===== src/rtl/rr_stream_mux_if.sv =====
// rtl/rr_stream_mux_if.sv - handshake bundle for rr_stream_mux
interface rr_stream_mux_if #(
   parameter int W    = 8,
   parameter int N    = 4,
   parameter int SELW = $clog2(N)
);
   logic [N*W-1:0]  in_data;
   logic [N-1:0]    in_valid;
   logic [N-1:0]    in_ready;
   logic            mode;
   logic [SELW-1:0] sel;
   logic [W-1:0]    out_data;
   logic [SELW-1:0] out_chan;
   logic            out_valid;
   logic            out_ready;
   logic            err;

   modport master (
      output in_data, in_valid, mode, sel, out_ready,
      input  in_ready, out_data, out_chan, out_valid, err
   );

   modport slave (
      input  in_data, in_valid, mode, sel, out_ready,
      output in_ready, out_data, out_chan, out_valid, err
   );
endinterface


===== src/rtl/rr_stream_mux.sv =====
// rtl/rr_stream_mux.sv - N-channel registered stream mux, external select or round-robin
module rr_stream_mux #(
   parameter int W    = 8,
   parameter int N    = 4,
   parameter int SELW = $clog2(N)
) (
   input  logic           clk,
   input  logic           rst_n,
   rr_stream_mux_if.slave bus
);
   logic [W-1:0]    out_data_q, out_data_d;
   logic [SELW-1:0] out_chan_q, out_chan_d;
   logic            out_valid_q, out_valid_d;
   logic            err_q, err_d;
   logic [SELW-1:0] ptr_q, ptr_d;

   logic [N-1:0]    grant;
   logic [SELW-1:0] chan_sel;
   logic [W-1:0]    data_sel;
   logic            load_en;
   logic            xfer;

   always_comb begin
      int   idx;
      logic found;
      grant = '0;
      found = 1'b0;
      idx   = 0;
      if (!bus.mode) begin
         if (int'(bus.sel) < N && ((bus.in_valid >> bus.sel) & N'(1)) != '0)
            grant = N'(1) << bus.sel;
      end else begin
         // Scan from ptr upward, wrapping, and take the first requester.
         for (int k = 0; k < N; k++) begin
            idx = int'(ptr_q) + k;
            if (idx >= N)
               idx = idx - N;
            if (!found && ((bus.in_valid >> idx) & N'(1)) != '0) begin
               found = 1'b1;
               grant = N'(1) << idx;
            end
         end
      end
   end

   always_comb begin
      chan_sel = '0;
      data_sel = '0;
      for (int i = 0; i < N; i++) begin
         if (grant[i]) begin
            chan_sel = SELW'(i);
            data_sel = W'(bus.in_data >> (i * W));
         end
      end
   end

   always_comb begin
      load_en      = !out_valid_q || bus.out_ready;
      xfer         = load_en && (grant != '0);
      out_valid_d  = load_en ? xfer : out_valid_q;
      out_data_d   = xfer ? data_sel : out_data_q;
      out_chan_d   = xfer ? chan_sel : out_chan_q;
      ptr_d        = ptr_q;
      if (xfer && bus.mode)
         ptr_d = (int'(chan_sel) == N - 1) ? '0 : SELW'(int'(chan_sel) + 1);
      err_d        = !bus.mode && (int'(bus.sel) >= N) && load_en;
   end

   always_ff @(posedge clk or negedge rst_n) begin
      if (!rst_n) begin
         out_data_q  <= '0;
         out_chan_q  <= '0;
         out_valid_q <= 1'b0;
         err_q       <= 1'b0;
         ptr_q       <= '0;
      end else begin
         out_data_q  <= out_data_d;
         out_chan_q  <= out_chan_d;
         out_valid_q <= out_valid_d;
         err_q       <= err_d;
         ptr_q       <= ptr_d;
      end
   end

   // Gated by rst_n so nothing is accepted while the output stage is held in reset.
   assign bus.in_ready  = (load_en && rst_n) ? grant : '0;
   assign bus.out_data  = out_data_q;
   assign bus.out_chan  = out_chan_q;
   assign bus.out_valid = out_valid_q;
   assign bus.err       = err_q;
endmodule


===== src/flat_wrapper.sv =====
// flat-port wrapper written by rule: the top's interface ports become plain ports
module rr_stream_mux_flat 
#(
   parameter int W    = 8,
   parameter int N    = 4,
   parameter int SELW = $clog2(N)
)
  (clk, rst_n, bus_in_data, bus_in_valid, bus_mode, bus_sel, bus_out_ready, bus_in_ready, bus_out_data, bus_out_chan, bus_out_valid, bus_err);
  rr_stream_mux_if #(.W(W), .N(N), .SELW(SELW)) bus_i ();
  input  logic clk;
  input  logic rst_n;
  input wire logic [$bits(bus_i.in_data)-1:0] bus_in_data;
  input wire logic [$bits(bus_i.in_valid)-1:0] bus_in_valid;
  input wire logic [$bits(bus_i.mode)-1:0] bus_mode;
  input wire logic [$bits(bus_i.sel)-1:0] bus_sel;
  input wire logic [$bits(bus_i.out_ready)-1:0] bus_out_ready;
  output wire logic [$bits(bus_i.in_ready)-1:0] bus_in_ready;
  output wire logic [$bits(bus_i.out_data)-1:0] bus_out_data;
  output wire logic [$bits(bus_i.out_chan)-1:0] bus_out_chan;
  output wire logic [$bits(bus_i.out_valid)-1:0] bus_out_valid;
  output wire logic [$bits(bus_i.err)-1:0] bus_err;
  assign bus_i.in_data = bus_in_data;
  assign bus_i.in_valid = bus_in_valid;
  assign bus_i.mode = bus_mode;
  assign bus_i.sel = bus_sel;
  assign bus_i.out_ready = bus_out_ready;
  assign bus_in_ready = bus_i.in_ready;
  assign bus_out_data = bus_i.out_data;
  assign bus_out_chan = bus_i.out_chan;
  assign bus_out_valid = bus_i.out_valid;
  assign bus_err = bus_i.err;
  rr_stream_mux #(.W(W), .N(N), .SELW(SELW)) u_core (.clk(clk), .rst_n(rst_n), .bus(bus_i));
endmodule

===== config.mk =====
export PLATFORM = sky130hd
export DESIGN_NAME = rr_stream_mux_flat
export DESIGN_NICKNAME = d
export VERILOG_FILES = /design/src/rtl/rr_stream_mux_if.sv /design/src/rtl/rr_stream_mux.sv /design/src/flat_wrapper.sv
export SDC_FILE = /design/constraint.sdc
export NUM_CORES = 1
export LEC_CHECK = 0
export BUFFER_PORTS_ARGS = -buffer_cell sky130_fd_sc_hd__buf_2
export CAP_MARGIN = 5
export CORE_AREA = 2 2 55 57
export CTS_CLUSTER_SIZE = 16
export DETAILED_ROUTE_END_ITERATION = 10
export DIE_AREA = 0 0 57 59
export MAX_ROUTING_LAYER = met4
export PLACE_DENSITY = 0.8
export SYNTH_ARGS = -nofsm -noshare
export SYNTH_HDL_FRONTEND = slang
export SYNTH_SLANG_ARGS = --single-unit

===== constraint.sdc =====
create_clock -name clk -period 8.65 [get_ports clk]
set_clock_uncertainty 0.2 [all_clocks]
set_input_delay 0 -clock clk [delete_from_list [all_inputs] [get_ports clk]]
set_output_delay 0 -clock clk [all_outputs]
set_load 0.02 [all_outputs]

==> flow_summary.ini, run 1 <==
[worst_setup_path]
cp-startpoint = u_core.ptr_q[0]
worstSetupPathType = reg -> reg
cp-start-kind = flop
reg2reg_slack_ns = 3.75
r2r-end = u_core.bus.out_data[7]
worstPathArrival_ns = 4.92
cp_num_buf_inv = 2
path_cells = inv_1, ha_1, mux4_2, o2111a_1, and3_4, a2bb2oi_1, a41oi_2, o41ai_4, nand2_1, o31ai_1, dlygate4sd3_1
endpoint = u_core.bus.out_data[7]
crit_path_end_kind = flop
worstPathMaxFanout = 19
slowest_delay_ns = 0.89
path_delay_family = compound AO/OA/AOI/OAI gates
reg2reg_from = u_core.ptr_q[0]
cp_slowest_cell = o41ai_4
crit_cells = 11
r2r_cells = 11
cp.required_ns = 8.68

[flow_run]
drv_cap = 0

[timing]
setup_viol = 0
drv_slew = 0
max-slew-margin-rel_pct = 35.1
worstMarginPinSlew_ns = 0.970
hold_violations = 0
post-route-min-period_ns = 4.90
period_share_pct = 56.6
fmax_mhz = 204
tns_ns = 0
rsz0062_at_grt = no

[clock_tree]
post_cts_resized = 0
clk_transition_reported_paths_ns = 0.09
cts_buffers = 3
cts_tree = yes
cts_max_level = 1
cts_root_buf = clkbuf_4
insertion_delay_ns = 0.29
cts.sinks = 13
cts_buffer_depth = 2

[layout]
register_area_um2 = 325
finalNetCount = 272
diodes = 0
multi_input_area_um2 = 957
nFillCells = 220
drive_above_1_share_pct = 32.6
postLayoutCoreUtil_pct = 67.9
area_growth_pct = 36.9

[logic_synthesis]
avgSynthCellArea_um2 = 9.02
synth_edf_count = 0
synthesis.nets = 199
ys_top_cells_by_area = dfrtp_1, ha_1, nand2_1
synthArstFlopShare_pct = 100
yosysSeqAreaShare_pct = 24.2
synth_seq_cells = 13
yosys.area.top_type = dfrtp_1
synthFlopType = dfrtp_1
synth_area_um2 = 1340
ys_types = 49
yosys_warnings = 0
yosysTopAreaCellShare_pct = 24.2
netlist_instances = 149

[placement]
place.gp.congestion = 0.877
port_buffers = 56
dp_hpwl_mm = 3.01

[power]
p_leak_uw = 0.000891
finalPower_uw = 599
ir_drop_uv = 229
power_density_nw_per_um2 = 326

[global_route]
grt_pass1_vias = 1535
antenna_found_initial = 0
grt_pass1_wl_mm = 7.11
grt_max_degree = 20
overflow = 0
grtUsageTotal_pct = 28.4

[floorplan]
die_area_um2 = 3360
die_x_um = 57
core.rowCount = 19
die_h_um = 59
start_util_pct = 49.6
io_pins = 58
core_um2 = 2710

[route]
drtPass1Iterations = 4
wl_mm = 4.52
drc_errors = 0
drt_iter0_markers = 62
post_drt_wl_per_cell_um = 17.9
num_vias = 1563
ant_nets = 0
vias_per_cell = 6.20

[status]
status = finished clean

[hold_path]
hold_start = bus_sel[1]
hp-class = in -> reg
-- synth_stat cells, types with 2 or more instances --
library cell / count
inv_1: 3
ha_1: 8
nor2_1: 14
o2111ai_1: 3
dfrtp_1: 13
buf_6: 2
a31oi_1: 3
clkbuf_1: 4
mux2i_1: 4
mux4_2: 3
and3_1: 2
nand3_1: 2
a21o_1: 8
o31ai_1: 8
o211ai_1: 3
nor3_1: 2
nor2b_1: 3
a221oi_1: 8
a31o_1: 2
nand2b_1: 4
o21ai_0: 3
nand2_1: 20
-- worst min-delay path, stage by stage --
cell	delay (ns)
buf_2	0.11
nor3_1	0.06
a31o_1	0.23
o21ai_0	0.15
o22ai_1	0.08
-- cell usage in the layout, fill, tap and decap left out, types with 2 or more instances in the layout --
cell / synthesis / routed
buf_2: 1 / 56
o2111ai_1: 3 / 3
dlygate4sd3_1: 0 / 20
dfrtp_1: 13 / 13
a221oi_1: 8 / 8
inv_1: 3 / 3
nor2b_1: 3 / 3
o31ai_1: 8 / 8
nor3_1: 2 / 2
mux2i_1: 4 / 4
and3_1: 2 / 2
a21o_1: 8 / 8
a31o_1: 2 / 2
nand2_1: 20 / 20
nor2_1: 14 / 14
a31oi_1: 3 / 3
o211ai_1: 3 / 3
nand2b_1: 4 / 4
nand3_1: 2 / 2
o21ai_0: 3 / 3
mux4_2: 3 / 3
ha_1: 8 / 8
clkbuf_4: 0 / 3
-- cell families after synthesis --
logic type	after synthesis	synth area share, %
and+or+nand+nor	55	20.5
buffers and inverters	11	4.56
DFF	13	24.2
adders and majority gates	8	7.45
muxes	9	9.96
other	1	0.279
AOI/OAI and AO/OA	52	33.1
-- worst min path at each step --
stage                                  end  slack [ns]  depth (start not counted)
floorplan           u_core.bus.out_chan[0]       -0.50                          0
detailed placement  u_core.bus.out_data[1]       -0.29                          1
finish                     u_core.ptr_q[1]        0.20                          5
global route        u_core.bus.out_chan[1]        0.26                          5
CTS                        u_core.ptr_q[1]        0.20                          5
global placement    u_core.bus.out_data[1]       -0.30                          1
-- report_power, final --
group / internal [µW] / switching (µW)
Sequential: 89.8 / 31.1
Clock: 17.9 / 21.3
Combinational: 193 / 246
-- layer usage --
metal	track usage (%)	wire length (µm)	up-vias
li1	-	-	725
met1	33.1	1830	747
met2	48.1	2310	73
met3	5.90	240	18
met4	11.3	133	0
met5	-	0	-
-- flip-flops by register name (all words and copies together), names as in the netlist --
register,flops
u_core.bus.out_chan,2
u_core.bus.out_data,8
u_core.bus.out_valid,1
u_core.ptr_q,2
-- final cells by class --
type                            instances  area share (%)
Inverter                                3           0.612
Timing Repair Buffer                   76            26.1
Sequential cell                        13            17.7
Tap cell                               31            2.11
Multi-Input combinational cell        125            52.0
Clock buffer                            4            1.43
-- what timing repair did --
item / 4_1_cts / 5_1_grt
endpoints found under the hold margin: 25 / 0
hold buffers: 20 / 0
buffers inserted: 0 / 0
-- through the flow --
stage / worst slack [ns] / instances / area, µm² / hold WS [ns]
finish: 3.75 / 252 / 1840 / 0.197
global route: 3.46 / 252 / 1840 / 0.259
CTS: 3.85 / 252 / 1840 / 0.195
global placement: 4.58 / 228 / 1610 / -0.300
floorplan: 5.34 / 149 / 1340 / -0.496
detailed placement: 4.40 / 228 / 1610 / -0.292
Note: power is estimated with default switching activity, not from simulation.
==> inputs of run 2 (changes only) <==
ABC_AREA = 1   (was unset)
CORE_AREA = 2 2 58 60   (was 2 2 55 57)
DIE_AREA = 0 0 60 62   (was 0 0 57 59)
PLACE_DENSITY = 0.76   (was 0.8)
clock period = 4.95 ns   (was 8.65 ns; I/O delays follow)
==> run 2 against run 1 <==
Net effect:
- die area increased by 11%
- final cell count is 40% higher
- total power rose by 110%
- clock power grew 73%
- sequential share of layout area shrank 1.5 points
- sequential power up 66%
- critical path depth rose by 7
- critical path type unchanged
- largest power group unchanged
- highest routed layer unchanged
==> flow_summary.ini, run 2 <==
[layout]
area_growth_pct = 37.3
largest_register_ffs = 8
diodes = 0
nFillCells = 287
postLayoutCoreUtil_pct = 63.2
layout_commonest_cell = nand2_1
final_cell_mix = nand2_1, buf_2, nand3_1
multi_input_area_um2 = 1000
drive_above_1_share_pct = 31.3
final_area_um2 = 2010
finalNetCount = 358
register_area_um2 = 325

[power]
power_density_nw_per_um2 = 614
internal_power_uw = 546
pwr-share-comb_pct = 78.2
ir_drop_uv = 318
clkPwrFrac_pct = 5.5
switching_share_pct = 55.7
p_seq_share_pct = 16.3
p_sw_uw = 688
p_leak_uw = 0.00109

[flow_run]
drv_cap = 0

[worst_setup_path]
cp-startpoint = u_core.ptr_q[0]
worstPathArrival_ns = 4.21
cp.required_ns = 4.96
worstPathMaxFanout = 12
r2r-end = u_core.bus.out_data[7]
cp_slowest_cell = dlygate4sd3_1
slowest_delay_ns = 0.56
worstSetupPathType = reg -> reg
reg2reg_slack_ns = 0.75
r2r_cells = 18
cp-start-kind = flop
path_cells = inv_2, ha_1, inv_1, nand3_2, inv_1, nor2_1, nand3_1, nand2_1, nand3_1, nand2_1, nand2_2, nor2_2, nand3_1, nand3_1, dlygate4sd3_1, nand2_1, dlygate4sd3_1, nand2_1
crit_path_end_kind = flop
reg2reg_from = u_core.ptr_q[0]
endpoint = u_core.bus.out_data[7]

[timing]
fin_ws_ns = 0.747
max-slew-margin-rel_pct = 58.0
drv_slew = 0
post-route-min-period_ns = 4.20
fmax_mhz = 238
hold_violations = 0
period_share_pct = 84.9
setup_viol = 0
rsz0062_at_grt = no
tns_ns = 0
worstMarginPinSlew_ns = 0.628

[clock_tree]
cts.sinks = 13
clk_transition_reported_paths_ns = 0.09
insertion_delay_ns = 0.28
cts_buffer_depth = 2
cts_setup_buffers = 0
cts_max_level = 1
cts_buffers = 3
cts_root_buf = clkbuf_4
cts_tree = yes

[logic_synthesis]
synthArstFlopShare_pct = 100
yosys.area.top_type = dfrtp_1
ys_top_cells_by_area = dfrtp_1, nand2_1, nand3_1
synth_edf_count = 0
yosys-top-cells-count = nand2_1, nand3_1, nor2_1
synth_compound_area_share_pct = 4.79
yosysSeqAreaShare_pct = 22.2
netlist_instances = 230
avgSynthCellArea_um2 = 6.36
synthesis.nets = 280
ys_types = 24
synthMuxAreaShare_pct = 0
synthSimpleGateAreaFrac_pct = 56.5
synth_top_family_by_area = simple AND/OR/NAND/NOR gates
synth_most_common_cell = nand2_1
synthFlopType = dfrtp_1
synth_xor_area_share_pct = 0
synth_seq_cells = 13
yosysTopAreaCellShare_pct = 22.2
yosys_warnings = 0
synth_area_um2 = 1460
synthAdderAreaFrac_pct = 6.84

[floorplan]
core_um2 = 3180
start_util_pct = 46.0
die_h_um = 62
die_x_um = 60
core.rowCount = 21
io_pins = 58
die_area_um2 = 3720

[route]
vias_per_cell = 4.92
drtPass1Iterations = 5
drc_errors = 0
num_vias = 1735
drt_iter0_markers = 108
post_drt_wl_per_cell_um = 12.5
wl_mm = 4.41
ant_nets = 0

[placement]
place.gp.congestion = 0.921
dp_hpwl_mm = 3.00
dpl-instance-area_um2 = 1740
dpl_worst_slack_ns = 1.95
port_buffers = 56

[global_route]
grt_pass1_vias = 1584
grt_pass1_wl_mm = 6.93
overflow = 0
antenna_found_initial = 0
grtUsageTotal_pct = 25.1
grt_max_degree = 21

[hold_path]
hp-class = in -> reg

[status]
status = finished clean
run 2: power by group through the flow:
stage | sequential, µW | combinational (µW) | clock (µW)
final | 201 | 964 | 67.9
after global routing | 209 | 1070 | 73.8
after CTS | 199 | 942 | 68.9
after detailed placement | 200 | 845 | 0
after global placement | 203 | 840 | 0
after floorplan | 248 | 652 | 0
run 2: layout make-up:
cell class                      instances  share of cell area [%]
Tap cell                               46                    2.87
Sequential cell                        13                    16.2
Clock buffer                            4                    1.31
Multi-Input combinational cell        190                    49.8
Inverter                               20                    3.86
Timing Repair Buffer                   80                    25.9
run 2: per-stage QoR:
stage | instances | hold WS [ns] | total power [µW]
2_1_floorplan | 230 | -0.496 | 900
3_3_place_gp | 325 | -0.289 | 1040
3_5_place_dp | 325 | -0.282 | 1050
4_1_cts | 353 | 0.182 | 1210
5_1_grt | 353 | 0.278 | 1350
6_report | 353 | 0.177 | 1230
run 2: metal layers:
| metal | track usage (%) | wire, µm |
|---|---|---|
| met5 | - | 0 |
| met4 | 6.35 | 76 |
| met3 | 2.28 | 172 |
| met2 | 42.9 | 2280 |
| met1 | 32.2 | 1880 |
run 2: worst min-delay path by stage:
stage | start | end | slack, ns | depth (start not counted)
2_1_floorplan | rst_n | u_core.bus.out_chan[0] | -0.50 | 0
3_3_place_gp | rst_n | u_core.bus.out_data[5] | -0.29 | 1
3_5_place_dp | rst_n | u_core.bus.out_data[5] | -0.28 | 1
4_1_cts | bus_sel[1] | u_core.bus.out_chan[1] | 0.18 | 7
5_1_grt | bus_sel[1] | u_core.bus.out_chan[1] | 0.28 | 7
6_report | bus_sel[0] | u_core.bus.out_chan[1] | 0.18 | 7
run 2: logic make-up (layout without fill, tap and decap cells):
kind of cell,count (synthesis),after routing
AO/OA/AOI/OAI,14,14
buffers and inverters,27,104
other,1,1
flip-flops,13,13
adder cells (fa/ha/maj),8,8
AND/OR/NAND/NOR,167,167
run 2: repair_timing:
action / 4_1_cts / 5_1_grt
resized for setup: 0 / 0
hold endpoints to repair: 24 / 0
endpoints found under the setup margin: 0 / 0
hold buffers: 24 / 0
run 2: critical path, delay by kind of cell, from the launching register on:
kind                       cells  cell delay [ns]
adders and majority gates      1             0.39
and+or+nand+nor               12             1.57
buffers and inverters          5             1.42
DFF                            1             0.55
